`src/rtl/frog_collision_if.sv`:
```
// Frog/car position bus between car movement + frog control (master) and frog_collision (slave).
// Carries the per-frame position snapshot inputs and the collision/lives status outputs.
interface frog_collision_if;
  // frame_tick is a one-cycle strobe with no back-pressure; positions must be
  // stable in the cycle frame_tick is high, which is the only cycle they are sampled.
  logic       frame_tick;
  logic [9:0] frog_x;
  logic [9:0] frog_y;
  logic [9:0] car_x1;
  logic [9:0] car_x2;
  logic [9:0] car_x3;
  logic [9:0] car_x4;
  logic       hit;
  logic [1:0] hit_lane;
  logic       dead;
  logic       frog_reset;
  logic [1:0] lives;
  logic       game_over;

  modport master (
    output frame_tick, frog_x, frog_y, car_x1, car_x2, car_x3, car_x4,
    input  hit, hit_lane, dead, frog_reset, lives, game_over
  );

  modport slave (
    input  frame_tick, frog_x, frog_y, car_x1, car_x2, car_x3, car_x4,
    output hit, hit_lane, dead, frog_reset, lives, game_over
  );
endinterface

```
`src/rtl/frog_collision.sv`:
```
// Per-frame frog vs car overlap scan (one lane per cycle) with hit/death/respawn/lives sequencing.
// Define COLLISION_INVULN_EN to add a post-respawn grace period of INVULN_FRAMES frames.
module frog_collision #(
  parameter int FROG_W        = 32,
  parameter int FROG_H        = 32,
  parameter int CAR_W         = 64,
  parameter int CAR_H         = 32,
  parameter int LANE_Y1       = 96,
  parameter int LANE_Y2       = 160,
  parameter int LANE_Y3       = 224,
  parameter int LANE_Y4       = 288,
  parameter int H_VISIBLE     = 640,
  parameter int LIVES         = 3,
`ifdef COLLISION_INVULN_EN
  parameter int INVULN_FRAMES = 120,
`endif
  parameter int DEATH_FRAMES  = 60
) (
  input  logic              CLK,
  input  logic              RST,
  frog_collision_if.slave   bus,
  output logic [2:0]        state_dbg
);

  typedef enum logic [2:0] {
    S_IDLE   = 3'd0,
    S_SCAN   = 3'd1,
    S_HIT    = 3'd2,
    S_DEATH  = 3'd3,
`ifdef COLLISION_INVULN_EN
    S_INVULN = 3'd4,
`endif
    S_OVER   = 3'd5
  } state_t;

  localparam logic [10:0] FW   = 11'(FROG_W);
  localparam logic [10:0] FH   = 11'(FROG_H);
  localparam logic [10:0] CW   = 11'(CAR_W);
  localparam logic [10:0] CH   = 11'(CAR_H);
  localparam logic [10:0] LY1  = 11'(LANE_Y1);
  localparam logic [10:0] LY2  = 11'(LANE_Y2);
  localparam logic [10:0] LY3  = 11'(LANE_Y3);
  localparam logic [10:0] LY4  = 11'(LANE_Y4);
  localparam logic [10:0] HV   = 11'(H_VISIBLE);
  localparam logic [1:0]  L0   = 2'(LIVES);
  localparam logic [7:0]  DF   = 8'(DEATH_FRAMES);

  state_t     state_q, state_n;
  logic [9:0] snap_fx, snap_fy;
  logic [9:0] snap_car [4];
  logic [1:0] k_q;
  logic [7:0] cnt_q;
  logic [1:0] lives_q;
  logic [1:0] hit_lane_q;
  logic       hit_c, frog_reset_c;

  logic [10:0] lane_y, cx_e, fx_e, fy_e;
  logic        overlap;

  // All sums are 11 bits wide so frog/car right and bottom edges never wrap.
  always_comb begin
    case (k_q)
      2'd0:    lane_y = LY1;
      2'd1:    lane_y = LY2;
      2'd2:    lane_y = LY3;
      default: lane_y = LY4;
    endcase
    cx_e    = {1'b0, snap_car[k_q]};
    fx_e    = {1'b0, snap_fx};
    fy_e    = {1'b0, snap_fy};
    overlap = (cx_e < HV) &&
              (fx_e + FW > cx_e) && (cx_e + CW > fx_e) &&
              (fy_e + FH > lane_y) && (lane_y + CH > fy_e);
  end

  always_comb begin
    state_n      = state_q;
    hit_c        = 1'b0;
    frog_reset_c = 1'b0;
    case (state_q)
      S_IDLE:  if (bus.frame_tick) state_n = S_SCAN;
      S_SCAN: begin
        if (overlap)           state_n = S_HIT;
        else if (k_q == 2'd3)  state_n = S_IDLE;
      end
      S_HIT: begin
        hit_c   = 1'b1;
        state_n = (lives_q == 2'd1) ? S_OVER : S_DEATH;
      end
      S_DEATH: begin
        if (cnt_q == 8'd0) begin
          frog_reset_c = 1'b1;
`ifdef COLLISION_INVULN_EN
          state_n      = S_INVULN;
`else
          state_n      = S_IDLE;
`endif
        end
      end
`ifdef COLLISION_INVULN_EN
      S_INVULN: if (cnt_q == 8'd0) state_n = S_IDLE;
`endif
      S_OVER:  state_n = S_OVER;
      default: state_n = S_IDLE;
    endcase
  end

  always_ff @(posedge CLK) begin
    if (RST) begin
      state_q    <= S_IDLE;
      snap_fx    <= '0;
      snap_fy    <= '0;
      for (int i = 0; i < 4; i++) snap_car[i] <= '0;
      k_q        <= '0;
      cnt_q      <= '0;
      lives_q    <= L0;
      hit_lane_q <= '0;
    end else begin
      state_q <= state_n;
      case (state_q)
        S_IDLE: begin
          if (bus.frame_tick) begin
            snap_fx     <= bus.frog_x;
            snap_fy     <= bus.frog_y;
            snap_car[0] <= bus.car_x1;
            snap_car[1] <= bus.car_x2;
            snap_car[2] <= bus.car_x3;
            snap_car[3] <= bus.car_x4;
            k_q         <= 2'd0;
          end
        end
        S_SCAN: begin
          if (overlap) hit_lane_q <= k_q;
          else         k_q        <= k_q + 2'd1;
        end
        S_HIT: begin
          lives_q <= lives_q - 2'd1;
          cnt_q   <= DF;
        end
        S_DEATH: begin
`ifdef COLLISION_INVULN_EN
          if (cnt_q == 8'd0)        cnt_q <= 8'(INVULN_FRAMES);
          else if (bus.frame_tick)  cnt_q <= cnt_q - 8'd1;
`else
          if (cnt_q != 8'd0 && bus.frame_tick) cnt_q <= cnt_q - 8'd1;
`endif
        end
`ifdef COLLISION_INVULN_EN
        S_INVULN: if (cnt_q != 8'd0 && bus.frame_tick) cnt_q <= cnt_q - 8'd1;
`endif
        default: ;
      endcase
    end
  end

  assign bus.hit        = hit_c;
  assign bus.frog_reset = frog_reset_c;
  assign bus.hit_lane   = hit_lane_q;
  assign bus.lives      = lives_q;
  assign bus.dead       = (state_q == S_DEATH) || (state_q == S_OVER);
  assign bus.game_over  = (state_q == S_OVER);
  assign state_dbg      = state_q;

endmodule

```
`src/flat_wrapper.sv`:
```
// flat-port wrapper written by rule: the top's interface ports become plain ports
module frog_collision_flat 
#(
  parameter int FROG_W        = 32,
  parameter int FROG_H        = 32,
  parameter int CAR_W         = 64,
  parameter int CAR_H         = 32,
  parameter int LANE_Y1       = 96,
  parameter int LANE_Y2       = 160,
  parameter int LANE_Y3       = 224,
  parameter int LANE_Y4       = 288,
  parameter int H_VISIBLE     = 640,
  parameter int LIVES         = 3,

  parameter int DEATH_FRAMES  = 60
)
  (CLK, RST, state_dbg, bus_frame_tick, bus_frog_x, bus_frog_y, bus_car_x1, bus_car_x2, bus_car_x3, bus_car_x4, bus_hit, bus_hit_lane, bus_dead, bus_frog_reset, bus_lives, bus_game_over);
  frog_collision_if bus_i ();
  input  logic CLK;
  input  logic RST;
  output logic [2:0] state_dbg;
  input wire logic [$bits(bus_i.frame_tick)-1:0] bus_frame_tick;
  input wire logic [$bits(bus_i.frog_x)-1:0] bus_frog_x;
  input wire logic [$bits(bus_i.frog_y)-1:0] bus_frog_y;
  input wire logic [$bits(bus_i.car_x1)-1:0] bus_car_x1;
  input wire logic [$bits(bus_i.car_x2)-1:0] bus_car_x2;
  input wire logic [$bits(bus_i.car_x3)-1:0] bus_car_x3;
  input wire logic [$bits(bus_i.car_x4)-1:0] bus_car_x4;
  output wire logic [$bits(bus_i.hit)-1:0] bus_hit;
  output wire logic [$bits(bus_i.hit_lane)-1:0] bus_hit_lane;
  output wire logic [$bits(bus_i.dead)-1:0] bus_dead;
  output wire logic [$bits(bus_i.frog_reset)-1:0] bus_frog_reset;
  output wire logic [$bits(bus_i.lives)-1:0] bus_lives;
  output wire logic [$bits(bus_i.game_over)-1:0] bus_game_over;
  assign bus_i.frame_tick = bus_frame_tick;
  assign bus_i.frog_x = bus_frog_x;
  assign bus_i.frog_y = bus_frog_y;
  assign bus_i.car_x1 = bus_car_x1;
  assign bus_i.car_x2 = bus_car_x2;
  assign bus_i.car_x3 = bus_car_x3;
  assign bus_i.car_x4 = bus_car_x4;
  assign bus_hit = bus_i.hit;
  assign bus_hit_lane = bus_i.hit_lane;
  assign bus_dead = bus_i.dead;
  assign bus_frog_reset = bus_i.frog_reset;
  assign bus_lives = bus_i.lives;
  assign bus_game_over = bus_i.game_over;
  frog_collision #(.FROG_W(FROG_W), .FROG_H(FROG_H), .CAR_W(CAR_W), .CAR_H(CAR_H), .LANE_Y1(LANE_Y1), .LANE_Y2(LANE_Y2), .LANE_Y3(LANE_Y3), .LANE_Y4(LANE_Y4), .H_VISIBLE(H_VISIBLE), .LIVES(LIVES), .DEATH_FRAMES(DEATH_FRAMES)) u_core (.CLK(CLK), .RST(RST), .bus(bus_i), .state_dbg(state_dbg));
endmodule
```
`config.mk`:
```
export PLATFORM = sky130hd
export DESIGN_NAME = frog_collision_flat
export DESIGN_NICKNAME = d
export VERILOG_FILES = /design/src/rtl/frog_collision_if.sv /design/src/rtl/frog_collision.sv /design/src/flat_wrapper.sv
export SDC_FILE = /design/constraint.sdc
export NUM_CORES = 1
export LEC_CHECK = 0
export CAP_MARGIN = 20
export CORE_MARGIN = 2
export CORE_UTILIZATION = 50
export DETAILED_ROUTE_END_ITERATION = 7
export PLACE_DENSITY = 0.86
export SLEW_MARGIN = 10
export SYNTH_ARGS = -nofsm -noshare
export SYNTH_HDL_FRONTEND = slang
export SYNTH_SLANG_ARGS = --single-unit
export TNS_END_PERCENT = 20
```
`constraint.sdc`:
```
create_clock -name CLK -period 4.5 [get_ports CLK]
set_input_delay 0.675 -clock CLK [delete_from_list [all_inputs] [get_ports CLK]]
set_output_delay 0.675 -clock CLK [all_outputs]
set_load 0.02 [all_outputs]
```
==> results.json <==
{
  "status": "complete, no violations",
  "yosys_register_bits": 79,
  "design.core.area_um2": 8258,
  "ys.flop_type": "edfxtp_1",
  "p_seq_frac": 0.379,
  "dp_hpwl_um": 6771,
  "synth_adder_area_share": 0.1057,
  "cts_tree": "yes",
  "synth_top_family_by_area": "simple AND/OR/NAND/NOR gates",
  "drive_gt1_frac": 0.07631,
  "p_per_area_nw_per_um2": 543.7,
  "utilization": 0.6395,
  "maxCapViolations": 0,
  "crit_buf_inv": 0,
  "postSynthCellCount": 425,
  "fin_skew_ns": 0.005764,
  "path_cells": "mux4_2 > ha_1 > xor2_1 > ha_1 > nand2_1 > nor3b_1 > o311a_1 > o221a_2 > o21ai_1 > o21bai_2 > mux2_1",
  "slew_headroom": 0.3715,
  "wl_per_cell_um": 15.36,
  "netlist.area_leader.share": 0.2819,
  "setup_viol": 0,
  "insertion_delay_ns": 0.36,
  "hp-class": "reg -> reg",
  "grt_start_max_net_pins": 63,
  "period_share": 0.8541,
  "grt_use_met3": 0.04620,
  "required_ns": 4.74,
  "grt_pass1_vias": 3289,
  "setup_slack_ns": 0.6566,
  "die_w_um": 96.32,
  "antennaDiodeCount": 0,
  "fin_cells": 603,
  "cts_resized": 0,
  "leakagePower_nw": 2.165,
  "holdWs_ns": 0.4608,
  "worstHoldStart": "u_core.snap_fy[4]",
  "hold_buffers": 0,
  "drt_iter0_drc": 193,
  "slew_viol_final": 0,
  "synthXorXnorAreaFrac": 0.03699,
  "comb_power_share": 0.453,
  "netlist_top_cells_area": "edfxtp_1 (28%), dfxtp_1 (18%), ha_1 (11%)",
  "ys_seq_area_frac": 0.4651,
  "use_met1": 0.2535,
  "rsz0062_at_grt": "false",
  "area_growth_syn_to_layout_pct": 23.93,
  "synth_most_common_cell": "nand2_1",
  "r2r_cells": 11,
  "yosysTopAreaCell": "edfxtp_1",
  "antenna_found_initial": 0,
  "core.rowCount": 33,
  "synth_commonest_cells": "nand2_1 (56), and3_1 (42), edfxtp_1 (40), dfxtp_1 (39), ha_1 (36)",
  "pin_count": 74,
  "crit_path_end_kind": "flip-flop",
  "yosysWarningCount": 0,
  "gp_congestion": 0.8615,
  "fill_cells": 626,
  "synthArstFlopShare": 0,
  "ant_nets": 0,
  "grt_most_used_layer": "met2",
  "syn_nets": 524,
  "tightest_slew_ns": 0.9399,
  "die_area_um2": 9278,
  "hold_viol": 0,
  "synth_compound_area_frac": 0.09542,
  "die_h_um": 96.32,
  "clk_pin_slew_ns": 0.08,
  "switching_power_mw": 1.125,
  "clock_path_buffers": 2,
  "switching_share": 0.3918,
  "grt-ovfl-total": 0,
  "grt_use_met2": 0.3721,
  "vias": 3381,
  "critical_path.max_stage_delay_ns": 0.74,
  "crit_slowest_cell": "dfxtp_1",
  "clockRootBuffer": "clkbuf_8",
  "critPathTopFamily": "multiplexers",
  "crit_top_cell": "ha_1",
  "worst_setup_path_start_kind": "flip-flop",
  "grt_first_pass_wirelength_um": 15000,
  "synth_edf_count": 40,
  "synthMuxAreaShare": 0.05813,
  "hold_depth": 2,
  "crit_fanout": 10,
  "ir_drop_v": 0.0004048,
  "drc": 0,
  "synth.avg_cell_area_um2": 10.03,
  "cts_setup_buffers": 0,
  "p_clk_frac": 0.168,
  "place_ws_ns": 0.6649,
  "yosys.area_share.simple": 0.1858,
  "start_util": 0.5161,
  "period_minus_slack_ns": 3.843,
  "synth.cell_area_um2": 4262,
  "dr.pass1.iters": 5,
  "post-place-cells": 586,
  "r2r_setup_slack_ns": 0.66,
  "grt_use_total": 0.2122,
  "min_to": "u_core.snap_fy[4]",
  "yosysUniqueCellTypes": 49,
  "fmax_mhz": 260.2,
  "final_nets": 592,
  "cts-htree-levels": 3,
  "tns_ns": 0,
  "path_class": "reg -> reg",
  "routed_wl_um": 9260,
  "cts_made_buffers": 9,
  "vias_per_cell": 5.607,
  "arrival_ns": 4.09,
  "cts.sinks": 79,
  "io_buffers": 73,
  "power.internal_mw": 1.746
}
routing by layer:
layer | wire (µm) | vias to the layer above
met1 | 3878 | 1583
met4 | 203 | 0
met3 | 583 | 27
li1 | - | 1642
met5 | 0 | -
met2 | 4594 | 129
power groups by stage:
stage          registers (mW)  logic [mW]  clock network, mW
3_5_place_dp             1.10        1.27                  0
4_1_cts                  1.09        1.29              0.489
3_3_place_gp             1.09        1.19                  0
2_1_floorplan            1.04       0.967                  0
5_1_grt                  1.12        1.44              0.517
6_report                 1.09        1.30              0.481
worst max path at each step:
stage                             endpoint  depth (start not counted)  startpoint
floorplan           u_core.bus.hit_lane[0]                         12   flip-flop
CTS                              flip-flop                         11   flip-flop
finish                           flip-flop                         11   flip-flop
detailed placement               flip-flop                         11   flip-flop
global route                 u_core.k_q[1]                         11   flip-flop
global placement             u_core.k_q[1]                         11   flip-flop
flip-flops by register name, summed over array words and instances (netlist names), named ones only:
name and flops:
u_core.state_dbg 3, u_core.snap_car 40, u_core.k_q 2, u_core.bus.hit_lane 2, u_core.bus.lives 2, u_core.snap_fy 10, u_core.snap_fx 10, u_core.cnt_q 8
tightest hold or removal path: stages (launching register included):
cell and delay [ns]:
dfxtp_1 0.31, nand2_1 0.05, a21oi_1 0.06
final cells by class:
| type | instances | area (µm²) | share of cell area |
|---|---|---|---|
| clock inverter | 6 | 52.55 | 0.009950 |
| tap | 105 | 131.4 | 0.02488 |
| multi-input combinational | 289 | 2064 | 0.3909 |
| clock buffer | 10 | 127.6 | 0.02416 |
| sequential | 79 | 1982 | 0.3753 |
| inverter | 36 | 135.1 | 0.02559 |
| timing repair buffer | 78 | 788.3 | 0.1493 |
cells by family (layout without fill, tap and decap cells):
logic type      count (synthesis)  in the layout
other cells                     1              1
compound gates                 65             65
flops                          79             79
mux                            12             12
xor+xnor                       18             18
fa+ha+maj                      36             36
buf+inv                        57            130
simple gates                  157            157
stage by stage:
stage / power (mW) / instance area (µm²)
after floorplan: 2.007 / 4262
after global placement: 2.275 / 5074
after detailed placement: 2.371 / 5074
after CTS: 2.864 / 5254
after global routing: 3.067 / 5281
final: 2.871 / 5281
cell usage in the layout (no fill, tap or decap), types with 2 or more instances in the layout:
| master | instances |
|---|---|
| nor3_1 | 3 |
| or2_2 | 3 |
| clkbuf_8 | 9 |
| o211ai_1 | 2 |
| xnor2_1 | 10 |
| o21ai_0 | 7 |
| and3_1 | 42 |
| buf_4 | 4 |
| dfxtp_1 | 39 |
| and4_1 | 2 |
| nand2_1 | 56 |
| inv_6 | 2 |
| nand4_1 | 3 |
| or3_1 | 2 |
| o2bb2ai_1 | 2 |
| mux2_1 | 2 |
| nand2b_1 | 2 |
| a21oi_1 | 32 |
| ha_1 | 36 |
| o21ai_1 | 2 |
| inv_1 | 35 |
| nor2_1 | 22 |
| o31ai_1 | 3 |
| clkinvlp_4 | 2 |
| nand3_1 | 7 |
| nor4_1 | 5 |
| mux4_2 | 10 |
| edfxtp_1 | 40 |
| nand3b_1 | 3 |
| a211oi_1 | 3 |
| xor2_1 | 8 |
| clkdlybuf4s50_1 | 73 |
| o21a_1 | 2 |
| a31o_1 | 2 |
Note: power is estimated with default switching activity, not from simulation.
